===== src/rtl/jtpopeye_clk_pkg.sv =====
// Shared types and defaults for the Popeye clock-enable / reset block.
//   state_t   : sequencer states (WAIT_LOCK -> HOLD -> RUN)
//   *_DEF     : default enable ratios and timing constants for a 40 MHz clock
//   acc_w()   : accumulator width for a fractional divider of denominator den
package jtpopeye_clk_pkg;

  typedef enum logic [1:0] {
    WAIT_LOCK = 2'd0,
    HOLD      = 2'd1,
    RUN       = 2'd2
  } state_t;

  localparam int CPU_NUM_DEF     = 1;
  localparam int CPU_DEN_DEF     = 10;
  localparam int PXL_NUM_DEF     = 63;
  localparam int PXL_DEN_DEF     = 250;
  localparam int SND_NUM_DEF     = 3;
  localparam int SND_DEN_DEF     = 80;
  localparam int HOLD_CYCLES_DEF = 4000;
  localparam int LOCK_FILT_DEF   = 16;

  // One extra bit so acc+NUM (< 2*DEN) never overflows.
  function automatic int acc_w(input int den);
    return $clog2(den) + 1;
  endfunction

endpackage


===== src/rtl/jtpopeye_frac_cen.sv =====
// Fractional clock enable: NUM pulses every DEN clocks, one clk wide.
//   clk : clock
//   rst : synchronous active-high reset
//   en  : run the accumulator; low holds it (and cen) at zero
//   cen : registered enable pulse
module jtpopeye_frac_cen
  import jtpopeye_clk_pkg::*;
#(
  parameter int NUM = 1,
  parameter int DEN = 10
) (
  input  logic clk,
  input  logic rst,
  input  logic en,
  output logic cen
);

  localparam int W = acc_w(DEN);

  if (NUM <= 0 || NUM > DEN) begin : g_bad_ratio
    $error("jtpopeye_frac_cen: NUM must satisfy 0 < NUM <= DEN");
  end

  logic [W-1:0] acc;
  logic [W-1:0] sum;

  assign sum = acc + W'(NUM);

  always_ff @(posedge clk) begin
    if (rst || !en) begin
      acc <= '0;
      cen <= 1'b0;
    end else if (sum >= W'(DEN)) begin
      acc <= sum - W'(DEN);
      cen <= 1'b1;
    end else begin
      acc <= sum;
      cen <= 1'b0;
    end
  end

endmodule


===== src/rtl/jtpopeye_cen_rst.sv =====
// Game reset and clock-enable generator sitting between the PLL and the core.
// Waits for a filtered PLL lock, holds the core in reset for HOLD_CYCLES
// (SDRAM power-up) while the enables already run, then releases reset.
// Any loss of lock drops straight back to WAIT_LOCK.
//   clk        : 40 MHz game clock
//   rst        : synchronous active-high board reset
//   pll_locked : PLL lock flag, asynchronous to clk
//   cen_stall  : (JTPOPEYE_CEN_STALL_EN only) suppress cen_cpu while in RUN
//   rst_game   : registered active-high reset to the game core
//   cen_cpu    : CPU enable   (CPU_NUM/CPU_DEN)
//   cen_pxl    : pixel enable (PXL_NUM/PXL_DEN)
//   cen_snd    : sound enable (SND_NUM/SND_DEN)
//   running    : high while in RUN
// Optional feature macro: JTPOPEYE_CEN_STALL_EN
module jtpopeye_cen_rst
  import jtpopeye_clk_pkg::*;
#(
  parameter int CPU_NUM     = CPU_NUM_DEF,
  parameter int CPU_DEN     = CPU_DEN_DEF,
  parameter int PXL_NUM     = PXL_NUM_DEF,
  parameter int PXL_DEN     = PXL_DEN_DEF,
  parameter int SND_NUM     = SND_NUM_DEF,
  parameter int SND_DEN     = SND_DEN_DEF,
  parameter int HOLD_CYCLES = HOLD_CYCLES_DEF,
  parameter int LOCK_FILT   = LOCK_FILT_DEF
) (
  input  logic clk,
  input  logic rst,
  input  logic pll_locked,
`ifdef JTPOPEYE_CEN_STALL_EN
  input  logic cen_stall,
`endif
  output logic rst_game,
  output logic cen_cpu,
  output logic cen_pxl,
  output logic cen_snd,
  output logic running
);

  localparam int FW = $clog2(LOCK_FILT + 1);
  localparam int HW = $clog2(HOLD_CYCLES + 1);

  logic [1:0]    lock_sync;
  logic          lock_s;
  logic [FW-1:0] filt_cnt;
  logic          lock_ok;
  state_t        st;
  logic [HW-1:0] hold_cnt;
  logic          cen_en;
  logic          cpu_raw;

  // Two-flop synchroniser, then a saturating run-length filter.
  assign lock_s = lock_sync[1];

  always_ff @(posedge clk) begin
    if (rst) begin
      lock_sync <= '0;
      filt_cnt  <= '0;
    end else begin
      lock_sync <= {lock_sync[0], pll_locked};
      if (!lock_s)
        filt_cnt <= '0;
      else if (filt_cnt != FW'(LOCK_FILT))
        filt_cnt <= filt_cnt + 1'b1;
    end
  end

  // Gated by lock_s so a low sample kills lock_ok immediately.
  assign lock_ok = lock_s && (filt_cnt == FW'(LOCK_FILT));

  always_ff @(posedge clk) begin
    if (rst) begin
      st       <= WAIT_LOCK;
      hold_cnt <= '0;
      rst_game <= 1'b1;
      running  <= 1'b0;
    end else begin
      case (st)
        WAIT_LOCK: begin
          if (lock_ok) begin
            st       <= HOLD;
            hold_cnt <= '0;
          end
        end
        HOLD: begin
          if (!lock_ok) begin
            st <= WAIT_LOCK;
          end else if (hold_cnt == HW'(HOLD_CYCLES - 1)) begin
            st       <= RUN;
            rst_game <= 1'b0;
            running  <= 1'b1;
          end else begin
            hold_cnt <= hold_cnt + 1'b1;
          end
        end
        RUN: begin
          if (!lock_ok) begin
            st       <= WAIT_LOCK;
            rst_game <= 1'b1;
            running  <= 1'b0;
          end
        end
        default: begin
          st       <= WAIT_LOCK;
          rst_game <= 1'b1;
          running  <= 1'b0;
        end
      endcase
    end
  end

  // Including lock_ok means the enables stop on the same edge the FSM
  // falls back to WAIT_LOCK, instead of one clk later.
  assign cen_en = (st != WAIT_LOCK) && lock_ok;

  jtpopeye_frac_cen #(.NUM(CPU_NUM), .DEN(CPU_DEN)) u_cpu (
    .clk(clk), .rst(rst), .en(cen_en), .cen(cpu_raw)
  );

  jtpopeye_frac_cen #(.NUM(PXL_NUM), .DEN(PXL_DEN)) u_pxl (
    .clk(clk), .rst(rst), .en(cen_en), .cen(cen_pxl)
  );

  jtpopeye_frac_cen #(.NUM(SND_NUM), .DEN(SND_DEN)) u_snd (
    .clk(clk), .rst(rst), .en(cen_en), .cen(cen_snd)
  );

`ifdef JTPOPEYE_CEN_STALL_EN
  // One-deep memory of a CPU pulse swallowed by the stall; several
  // swallowed pulses collapse into the single catch-up pulse.
  logic cpu_pend;

  always_ff @(posedge clk) begin
    if (rst || !running)
      cpu_pend <= 1'b0;
    else if (cen_stall) begin
      if (cpu_raw) cpu_pend <= 1'b1;
    end else
      cpu_pend <= 1'b0;
  end

  assign cen_cpu = (running && cen_stall) ? 1'b0 : (cpu_raw | cpu_pend);
`else
  assign cen_cpu = cpu_raw;
`endif

endmodule


===== config.mk =====
export PLATFORM = sky130hd
export DESIGN_NAME = jtpopeye_cen_rst
export DESIGN_NICKNAME = d
export VERILOG_FILES = /design/src/rtl/jtpopeye_clk_pkg.sv /design/src/rtl/jtpopeye_frac_cen.sv /design/src/rtl/jtpopeye_cen_rst.sv
export SDC_FILE = /design/constraint.sdc
export NUM_CORES = 1
export LEC_CHECK = 0
export ABC_CLOCK_PERIOD_IN_PS = 3900
export CORE_AREA = 2 2 62 75
export DETAILED_ROUTE_END_ITERATION = 16
export DIE_AREA = 0 0 64 77
export PLACE_DENSITY = 0.79
export SLEW_MARGIN = 20
export SYNTH_ARGS = -nofsm -noshare
export SYNTH_HDL_FRONTEND = slang
export SYNTH_SLANG_ARGS = --single-unit

===== constraint.sdc =====
create_clock -name clk -period 3.9 [get_ports clk]
set_clock_uncertainty 0.05 [all_clocks]
set_input_delay 0.78 -clock clk [delete_from_list [all_inputs] [get_ports clk]]
set_output_delay 0.78 -clock clk [all_outputs]
set_load 0.02 [all_outputs]

==> results of run 1 <==
==> routing by layer <==
metal	share of wire	wire, um	GRT usage	vias up
met5	0	0	0	-
met4	0.0085	39	0.0804	0
met3	0.016	74	0.0367	6
met2	0.50	2300	0.354	18
met1	0.47	2180	0.267	955
li1	-	-	-	1045
==> stage by stage <==
stage	power [W]	setup slack, ps	cell area [um2]	hold WS [ps]	cells
floorplan	0.000507	1400	2540	364	299
global placement	0.000511	978	2630	398	351
detailed placement	0.000511	899	2640	388	351
global route	0.000882	801	2750	443	359
finish	0.000854	1070	2750	409	359
CTS	0.000866	1080	2750	410	359
==> worst register-to-register path, delay by kind of cell, from the launching register on <==
family / cells / cell delay, ps
flops: 1 / 380
simple gates: 2 / 830
fa+ha+maj: 1 / 320
compound gates: 4 / 1080
buf+inv: 1 / 80
==> where the power goes <==
part / switching, W / internal [W] / total [W]
clock network: 0.000165 / 0.000190 / 0.000355
registers: 0.000000735 / 0.000491 / 0.000492
logic: 0.00000431 / 0.00000338 / 0.00000769
total: 0.000170 / 0.000684 / 0.000854
==> layout by cell type, fill, tap and decap left out, types with 7 or more instances in the layout <==
cell type / Yosys / routed
dfxtp_1: 48 / 48
nand2_1: 25 / 25
o21ai_0: 9 / 9
xnor2_1: 14 / 14
nor2_1: 36 / 36
nand3_1: 13 / 13
xor2_1: 16 / 16
clkdlybuf4s50_1: 0 / 7
inv_1: 14 / 14
ha_1: 13 / 13
nor3_1: 10 / 10
a21oi_1: 14 / 14
==> cell families (layout without fill, tap and decap cells) <==
kind of cell / Yosys count / count (layout) / share of synthesized area
buf+inv: 26 / 30 / 0.0438
flops: 48 / 48 / 0.378
simple gates: 130 / 130 / 0.265
compound gates: 46 / 46 / 0.119
mux: 5 / 5 / 0.0206
fa+ha+maj: 13 / 13 / 0.0639
xor+xnor: 31 / 31 / 0.110
==> final cells by class <==
cell class | instances | area [um2] | area share
Sequential cell | 48 | 961 | 0.349
Timing Repair Buffer | 8 | 77.6 | 0.0282
Clock inverter | 3 | 42.5 | 0.0155
Inverter | 14 | 52.6 | 0.0191
Clock buffer | 5 | 68.8 | 0.0250
Multi-Input combinational cell | 225 | 1480 | 0.537
Tap cell | 56 | 70.1 | 0.0255
==> sequential cells by signal (all words and copies together) (netlist names) <==
register / count
rst_game: 1
lock_sync: 2
u_pxl.acc: 9
u_snd.cen: 1
hold_cnt: 12
u_pxl.cen: 1
u_cpu.acc: 5
u_snd.acc: 8
running: 1
filt_cnt: 5
st: 2
u_cpu.cen: 1
==> path summary, 6_finish.rpt <==
kind	depth (start not counted)	start	slack, ps	end
max	8	u_pxl.acc[0]	1070	u_pxl.acc[2]
min	1	lock_sync[0]	410	lock_sync[1]
max reg2reg	8	u_pxl.acc[0]	1070	u_pxl.acc[2]
min reg2reg	1	lock_sync[0]	410	lock_sync[1]
==> synth_stat cells, drive strengths merged (2+ instances only) <==
library cell / number / share of area
and3: 4 / 0.0098
a31oi: 2 / 0.0049
or4: 4 / 0.013
nand4: 6 / 0.015
or3: 4 / 0.0098
a21boi: 2 / 0.0059
or2: 3 / 0.0074
nor3: 10 / 0.020
or3b: 3 / 0.010
xor2: 17 / 0.061
nand3: 13 / 0.026
nand2: 25 / 0.037
a221oi: 2 / 0.0069
xnor2: 14 / 0.048
a21oi: 14 / 0.028
mux2: 2 / 0.0088
nor4: 3 / 0.0074
o21bai: 2 / 0.0059
ha: 13 / 0.064
dfxtp: 48 / 0.38
nor2: 36 / 0.053
o211ai: 2 / 0.0098
nor3b: 4 / 0.014
inv: 14 / 0.021
a211oi: 3 / 0.0088
clkbuf: 8 / 0.012
or4b: 2 / 0.0079
and2: 4 / 0.0098
mux2i: 3 / 0.012
nor2b: 5 / 0.012
buf: 4 / 0.011
o21ai: 10 / 0.020
==> qor.yml, run 1 <==
status: "finished clean"
synthArstFlopShare: 0
tightestPinTransition_ps: 800
slew_viol_final: 0
clock_latency_ps: 300
syn_area_mm2: 0.00254
crit_path_end_kind: "register"
clock_path_buffers: 2
drt_first_pass_iters: 4
dp_hpwl_mm: 3.32
drc: 0
synth.avg_cell_area_um2: 8.51
cts-root-buf: "clkbuf_8"
max-slew-margin-rel: 0.462
grt_pass1_vias: 1995
cts_tree: "built"
period_share: 0.725
clk_pin_slew_worst_paths_ps: 90
drt_iter0_markers: 88
via_per_inst: 5.64
ys_warn_count: 0
cts_setup_buffers: 0
cp.buffers_inverters: 1
setup_violations: 0
place.gp.congestion: 0.793
die_area_mm2: 0.00493
ios: 8
num_vias: 2024
core_mm2: 0.00420
worstPathMaxFanout: 11
postCtsResizedCells: 0
start_util: 0.606
row_count: 26
yosysSeqAreaShare: 0.378
antenna_found_initial: 0
clock_sinks: 48
nets: 318
criticalPathCategory: "register to register"
synth_enable_flop_cells: 0
tns_ps: 0
wl_per_cell_um: 12.8
grt_pass1_wl_mm: 8.53
hold_buffers: 0
cpPeakStageDelay_ps: 560
slowest_stage: "or4b_1"
die_h_um: 77
cp_top_family: "compound AO/OA/AOI/OAI gates"
cp_cell_sequence: "inv_1 -> ha_1 -> or4b_1 -> nand4bb_1 -> a22o_1 -> o211ai_2 -> a21boi_0 -> a311oi_1"
cap_violations: 0
grt_max_degree: 22
ys_types: 52
synth_ff_type: "dfxtp_1"
syn_nets: 315
min_period_ps: 2830
postLayoutCoreUtil: 0.655
synthCells: 299
antenna_cells: 0
fillCellCount: 352
hold_viol_final: 0
grt_overflow: 0
drive_gt1_frac: 0.0726
postRouteAntennaNets: 0
area_growth_pct: 8.06
worstPathRequired_ps: 4070
track_usage: 0.211
static-leakage-power_nw: 1.01
cts_buffers: 5
rsz0062_at_grt: "false"
ir_worst_vdd_mv: 0.269
startpoint_type: "register"
power_density_mw_per_mm2: 311
hold_path.class: "register to register"
ys_ff_latch: 48
numPortBuffers: 7
die_x_um: 64
wl_mm: 4.59
arrival_ps: 2990
h-tree-depth: 2
max_freq_mhz: 354
No activity file was read; power rests on OpenSTA's default activity.
==> inputs of run 2 (changes only) <==
Settings changed: ABC_CLOCK_PERIOD_IN_PS 3900 to 2760, CORE_AREA 2 2 62 75 to 2 2 62 76, DIE_AREA 0 0 64 77 to 0 0 64 78, PLACE_DENSITY 0.79 to 0.78.
Clock period 3.9 ns to 2.76 ns, I/O delays scaled along.
==> qor.yml, run 2 (synthesized netlist as in run 1, its figures left out) <==
status: "finished clean"  # unchanged
grt_pass1_vias: 1899  # was 1,995
track_usage: 0.207  # was 0.211
nets: 329  # was 318
core_mm2: 0.00420  # unchanged
grt_pass1_wl_mm: 8.14  # was 8.53 mm
tightestPinTransition_ps: 560  # was 800 ps
drt_iter0_markers: 75  # was 88
post_dp_cell_area_mm2: 0.00269  # was 0.00264 mm2
clock_path_buffers: 2  # unchanged
die_x_um: 64  # unchanged
criticalPathCategory: "register to register"  # unchanged
final_cell_mix: "dfxtp_1 (48), nor2_1 (36), nand2_1 (25)"  # unchanged
worstPathMaxFanout: 14  # was 11
ios: 8  # unchanged
min_period_ps: 2590  # was 2830 ps
drive_gt1_frac: 0.102  # was 0.0726
final_common_cell: "dfxtp_1"  # unchanged
r2r_cells: 7  # was 8
antenna_cells: 0  # unchanged
drt_first_pass_iters: 4  # unchanged
ir_worst_vdd_mv: 0.333  # was 0.269 mV
row_count: 26  # unchanged
numPortBuffers: 7  # unchanged
cp-startpoint: "u_pxl.acc[3]"  # was u_pxl.acc[0]
startpoint_type: "register"  # unchanged
static-leakage-power_nw: 1.06  # was 1.01 nW
clock_sinks: 48  # unchanged
cts_buffers: 5  # unchanged
largest_register_ffs: 12  # unchanged
grt_max_degree: 20  # was 22
grt_overflow: 0  # unchanged
hold_path.class: "register to register"  # unchanged
slowest_stage: "or4_4"  # was or4b_1
hold_buffers: 0  # unchanged
wl_mm: 4.75  # was 4.59 mm
worstPathRequired_ps: 2930  # was 4070 ps
regMostFlops: "hold_cnt"  # unchanged
die_area_mm2: 0.00499  # was 0.00493 mm2
ff2ff_setup_slack_ps: 170  # was 1070 ps
die_h_um: 78  # was 77 um
largestRegisters: "hold_cnt (12), u_pxl.acc (9), u_snd.acc (8)"  # unchanged
tns_ps: 0  # unchanged
cpPeakStageDelay_ps: 560  # about the same
area_growth_pct: 11.6  # was 8.06%
drc: 0  # unchanged
antenna_found_initial: 0  # unchanged
cts_tree: "built"  # unchanged
period_share: 0.939  # was 0.725
via_per_inst: 5.54  # was 5.64
final_area_mm2: 0.00284  # was 0.00275 mm2
wl_per_cell_um: 12.8  # about the same
r2r_end: "u_pxl.acc[1]"  # was u_pxl.acc[2]
num_vias: 2051  # was 2,024
r2r-start: "u_pxl.acc[3]"  # was u_pxl.acc[0]
place.gp.congestion: 0.817  # was 0.793
postRouteAntennaNets: 0  # unchanged
endpoint: "u_pxl.acc[1]"  # was u_pxl.acc[2]
cts-root-buf: "clkbuf_8"  # unchanged
clk_pin_slew_worst_paths_ps: 100  # was 90 ps
clock_latency_ps: 320  # was 300 ps
dp_hpwl_mm: 3.42  # was 3.32 mm
arrival_ps: 2760  # was 2990 ps
power_density_mw_per_mm2: 434  # was 311 mW/mm2
cp_cell_sequence: "or4_4 -> or4_1 -> a22o_1 -> o211ai_4 -> buf_4 -> a211oi_1 -> o21bai_1"  # was inv_1 -> ha_1 -> or4b_1 -> nand4bb_1 -> a22o_1 -> o211ai_2 -> a21boi_0 -> a311oi_1
start_util: 0.606  # unchanged
crit_path_end_kind: "register"  # unchanged
cap_violations: 0  # unchanged
max-slew-margin-rel: 0.626  # was 0.462
fillCellCount: 348  # was 352
setup_violations: 0  # unchanged
slew_viol_final: 0  # unchanged
max_freq_mhz: 386  # was 354 MHz
h-tree-depth: 2  # unchanged
hold_viol_final: 0  # unchanged
## run 2: what timing repair did
| action | in CTS | in global routing |
|---|---|---|
| buffers inserted | 0 | 3 |
| resized for setup | 0 | 1 |
| endpoints found under the setup margin | 0 | 1 |
## run 2: report_power, final
group	internal, W	switching [W]	leakage, nW	total (W)
Combinational	0.00000681	0.00000639	0.620	0.0000132
Sequential	0.000694	0.000000992	0.387	0.000695
Clock	0.000273	0.000252	0.0548	0.000525
Total	0.000973	0.000260	1.06	0.00123
## run 2: how the worst min path moves through the flow
stage,start,endpoint,slack (ps),cells after the start
floorplan,lock_sync[0],lock_sync[1],360,1
global placement,lock_sync[0],lock_sync[1],370,1
detailed placement,lock_sync[0],lock_sync[1],380,1
CTS,lock_sync[0],lock_sync[1],400,1
global route,lock_sync[0],lock_sync[1],410,1
finish,lock_sync[0],lock_sync[1],400,1
## run 2: routing by layer
metal / wire (um) / GRT usage / part of all wire / up-vias
met4: 77 / 0.0913 / 0.016 / 0
met1: 2110 / 0.236 / 0.44 / 959
met5: 0 / 0 / 0 / -
met3: 122 / 0.0435 / 0.026 / 6
met2: 2440 / 0.366 / 0.51 / 22
li1: - / - / - / 1064
## run 2: cell type report
class	count	area, um2	area share
timing repair buffer	19	160	0.0564
clock buffer	5	68.8	0.0242
inverter	14	52.6	0.0185
sequential	48	961	0.338
multi-input combinational	225	1480	0.522
tap	56	70.1	0.0247
clock inverter	3	46.3	0.0163
## run 2: stage by stage
| stage | total power [W] | instances | worst slack [ps] | hold WS, ps | utilization |
|---|---|---|---|---|---|
| final | 0.00123 | 370 | 168 | 395 | 0.677 |
| after global routing | 0.00127 | 370 | -12.5 | 408 | 0.677 |
| after CTS | 0.00125 | 367 | 155 | 402 | 0.669 |
| after detailed placement | 0.000725 | 359 | 172 | 381 | 0.642 |
| after global placement | 0.000724 | 359 | 242 | 371 | 0.642 |
| after floorplan | 0.000716 | 299 | 265 | 364 | - |
## run 2: critical path: cells and delay by family, from the launching register on
kind                   cells  cell delay, ps
AOI/OAI and AO/OA          4             780
buffers and inverters      1             180
DFF                        1             440
and+or+nand+nor            2            1030
==> inputs of run 3 (changes only) <==
Settings changed: ABC_AREA set to 0, GPL_ROUTABILITY_DRIVEN set to 0.
==> qor.yml, run 3 (synthesized netlist as in run 1, its figures left out) <==
period_share: 0.924  # was 0.939
startpoint_type: "register"  # unchanged
row_count: 26  # unchanged
switching_share: 0.197  # was 0.211
status: "finished clean"  # unchanged
max_freq_mhz: 392  # was 386 MHz
area_growth_pct: 10.4  # was 11.6%
max-slew-margin-rel: 0.642  # was 0.626
largest_register_ffs: 12  # unchanged
static-leakage-power_nw: 1.05  # was 1.06 nW
cts_buffers: 5  # unchanged
antenna_found_initial: 0  # unchanged
cpPeakStageDelay_ps: 510  # was 560 ps
p_total_w: 0.00121  # was 0.00123 W
core_mm2: 0.00420  # unchanged
arrival_ps: 2720  # was 2760 ps
drive_gt1_frac: 0.0900  # was 0.102
dp_hpwl_mm: 3.46  # was 3.42 mm
cp_top_family: "compound AO/OA/AOI/OAI gates"  # was simple AND/OR/NAND/NOR gates
setup_violations: 0  # unchanged
grt_overflow: 0  # unchanged
final_common_cell: "dfxtp_1"  # unchanged
cp_cell_sequence: "inv_1 -> ha_1 -> buf_4 -> or4b_1 -> a31o_1 -> o211ai_4 -> a21boi_0 -> a311oi_1"  # was or4_4 -> or4_1 -> a22o_1 -> o211ai_4 -> buf_4 -> a211oi_1 -> o21bai_1
criticalPathCategory: "register to register"  # unchanged
combPwrFrac: 0.011  # about the same
track_usage: 0.215  # was 0.207
h-tree-depth: 2  # unchanged
pwr-share-clk: 0.414  # was 0.426
antenna_cells: 0  # unchanged
seqPwrFrac: 0.575  # was 0.563
start_util: 0.606  # unchanged
worstPathMaxFanout: 11  # was 14
drc: 0  # unchanged
ios: 8  # unchanged
final_cell_mix: "dfxtp_1 (48), nor2_1 (36), nand2_1 (25)"  # unchanged
internal_power_w: 0.000969  # was 0.000973 W
slew_viol_final: 0  # unchanged
crit_path_end_kind: "register"  # unchanged
postRouteAntennaNets: 0  # unchanged
tightestPinTransition_ps: 536  # was 560 ps
min_period_ps: 2550  # was 2590 ps
clock_latency_ps: 300  # was 320 ps
clk_pin_slew_worst_paths_ps: 90  # was 100 ps
p_sw_w: 0.000238  # was 0.000260 W
grt_max_degree: 20  # unchanged
regMostFlops: "hold_cnt"  # unchanged
cts_tree: "built"  # unchanged
power_density_mw_per_mm2: 430  # was 434 mW/mm2
via_per_inst: 5.55  # was 5.54
tns_ps: 0  # unchanged
grt_pass1_wl_mm: 8.57  # was 8.14 mm
cp.buffers_inverters: 2  # was 1
slowest_stage: "or4b_1"  # was or4_4
worstPathRequired_ps: 2930  # about the same
hold_buffers: 0  # unchanged
cap_violations: 0  # unchanged
largestRegisters: "hold_cnt (12), u_pxl.acc (9), u_snd.acc (8)"  # unchanged
num_vias: 2038  # was 2,051
hold_viol_final: 0  # unchanged
rsz0062_at_grt: "false"
wl_mm: 4.81  # was 4.75 mm
numPortBuffers: 7  # unchanged
die_h_um: 78  # unchanged
nets: 326  # was 329
cts-root-buf: "clkbuf_8"  # unchanged
ir_worst_vdd_mv: 0.402  # was 0.333 mV
clock_sinks: 48  # unchanged
die_x_um: 64  # unchanged
die_area_mm2: 0.00499  # unchanged
drt_iter0_markers: 145  # was 75
grt_pass1_vias: 1978  # was 1,899
drt_first_pass_iters: 4  # unchanged
wl_per_cell_um: 13.1  # was 12.8 um
hold_path.class: "register to register"  # unchanged
clock_path_buffers: 2  # unchanged
-- run 3: cell count changes in the layout (fill, tap and decap cells not counted) --
cell and change:
buf_4 -3, clkinv_2 +1, clkbuf_1 +1, inv_6 -1, clkinvlp_4 -1
-- run 3: worst reg2reg max path: cells and delay by family (launching register included) --
family,cells,cell delay (ps)
AOI/OAI and AO/OA,4,1010
and+or+nand+nor,1,510
DFF,1,460
buffers and inverters,2,230
adders and majority gates,1,200
-- run 3: worst paths after layout --
path	startpoint	to	slack, ps	cells after the start
setup / recovery	u_pxl.acc[0]	u_pxl.acc[2]	210	8
hold / removal	lock_sync[0]	lock_sync[1]	400	1
setup reg to reg	u_pxl.acc[0]	u_pxl.acc[2]	210	8
hold reg to reg	lock_sync[0]	lock_sync[1]	400	1
-- run 3: cell type report --
cell class	instances	area, um2
multi-input combinational	225	1480
fill	354	1390
sequential	48	961
timing repair buffer	16	138
clock buffer	6	72.6
tap	56	70.1
inverter	14	52.6
clock inverter	2	35.0
-- run 3: stage by stage --
stage	cell area, um2	hold WS, ps	worst slack [ps]	std cells	utilization
2_1_floorplan	2540	364	265	299	-
3_3_place_gp	2690	368	272	359	0.642
3_5_place_dp	2690	393	184	359	0.642
4_1_cts	2800	408	149	367	0.668
5_1_grt	2810	417	20.9	367	0.670
6_report	2810	399	209	367	0.670
-- run 3: per-layer routing --
layer | up-vias | GRT usage | routed length (um) | share of wire
li1 | 1059 | - | - | -
met1 | 941 | 0.251 | 2090 | 0.43
met2 | 33 | 0.381 | 2510 | 0.52
met3 | 5 | 0.0362 | 137 | 0.028
met4 | 0 | 0.0957 | 72 | 0.015
met5 | - | 0 | 0 | 0
-- run 3: repair_timing --
action                                  CTS  global route
endpoints found under the setup margin    0             3
setup buffers                             0             0
gates resized for setup                   0             1
-- run 3: power groups by stage --
stage	clock, W	combinational, W	sequential, W
global placement	0	0.0000134	0.000711
finish	0.000499	0.0000136	0.000695
floorplan	0	0.00000523	0.000711
global route	0.000539	0.0000153	0.000695
detailed placement	0	0.0000138	0.000711
CTS	0.000512	0.0000138	0.000695
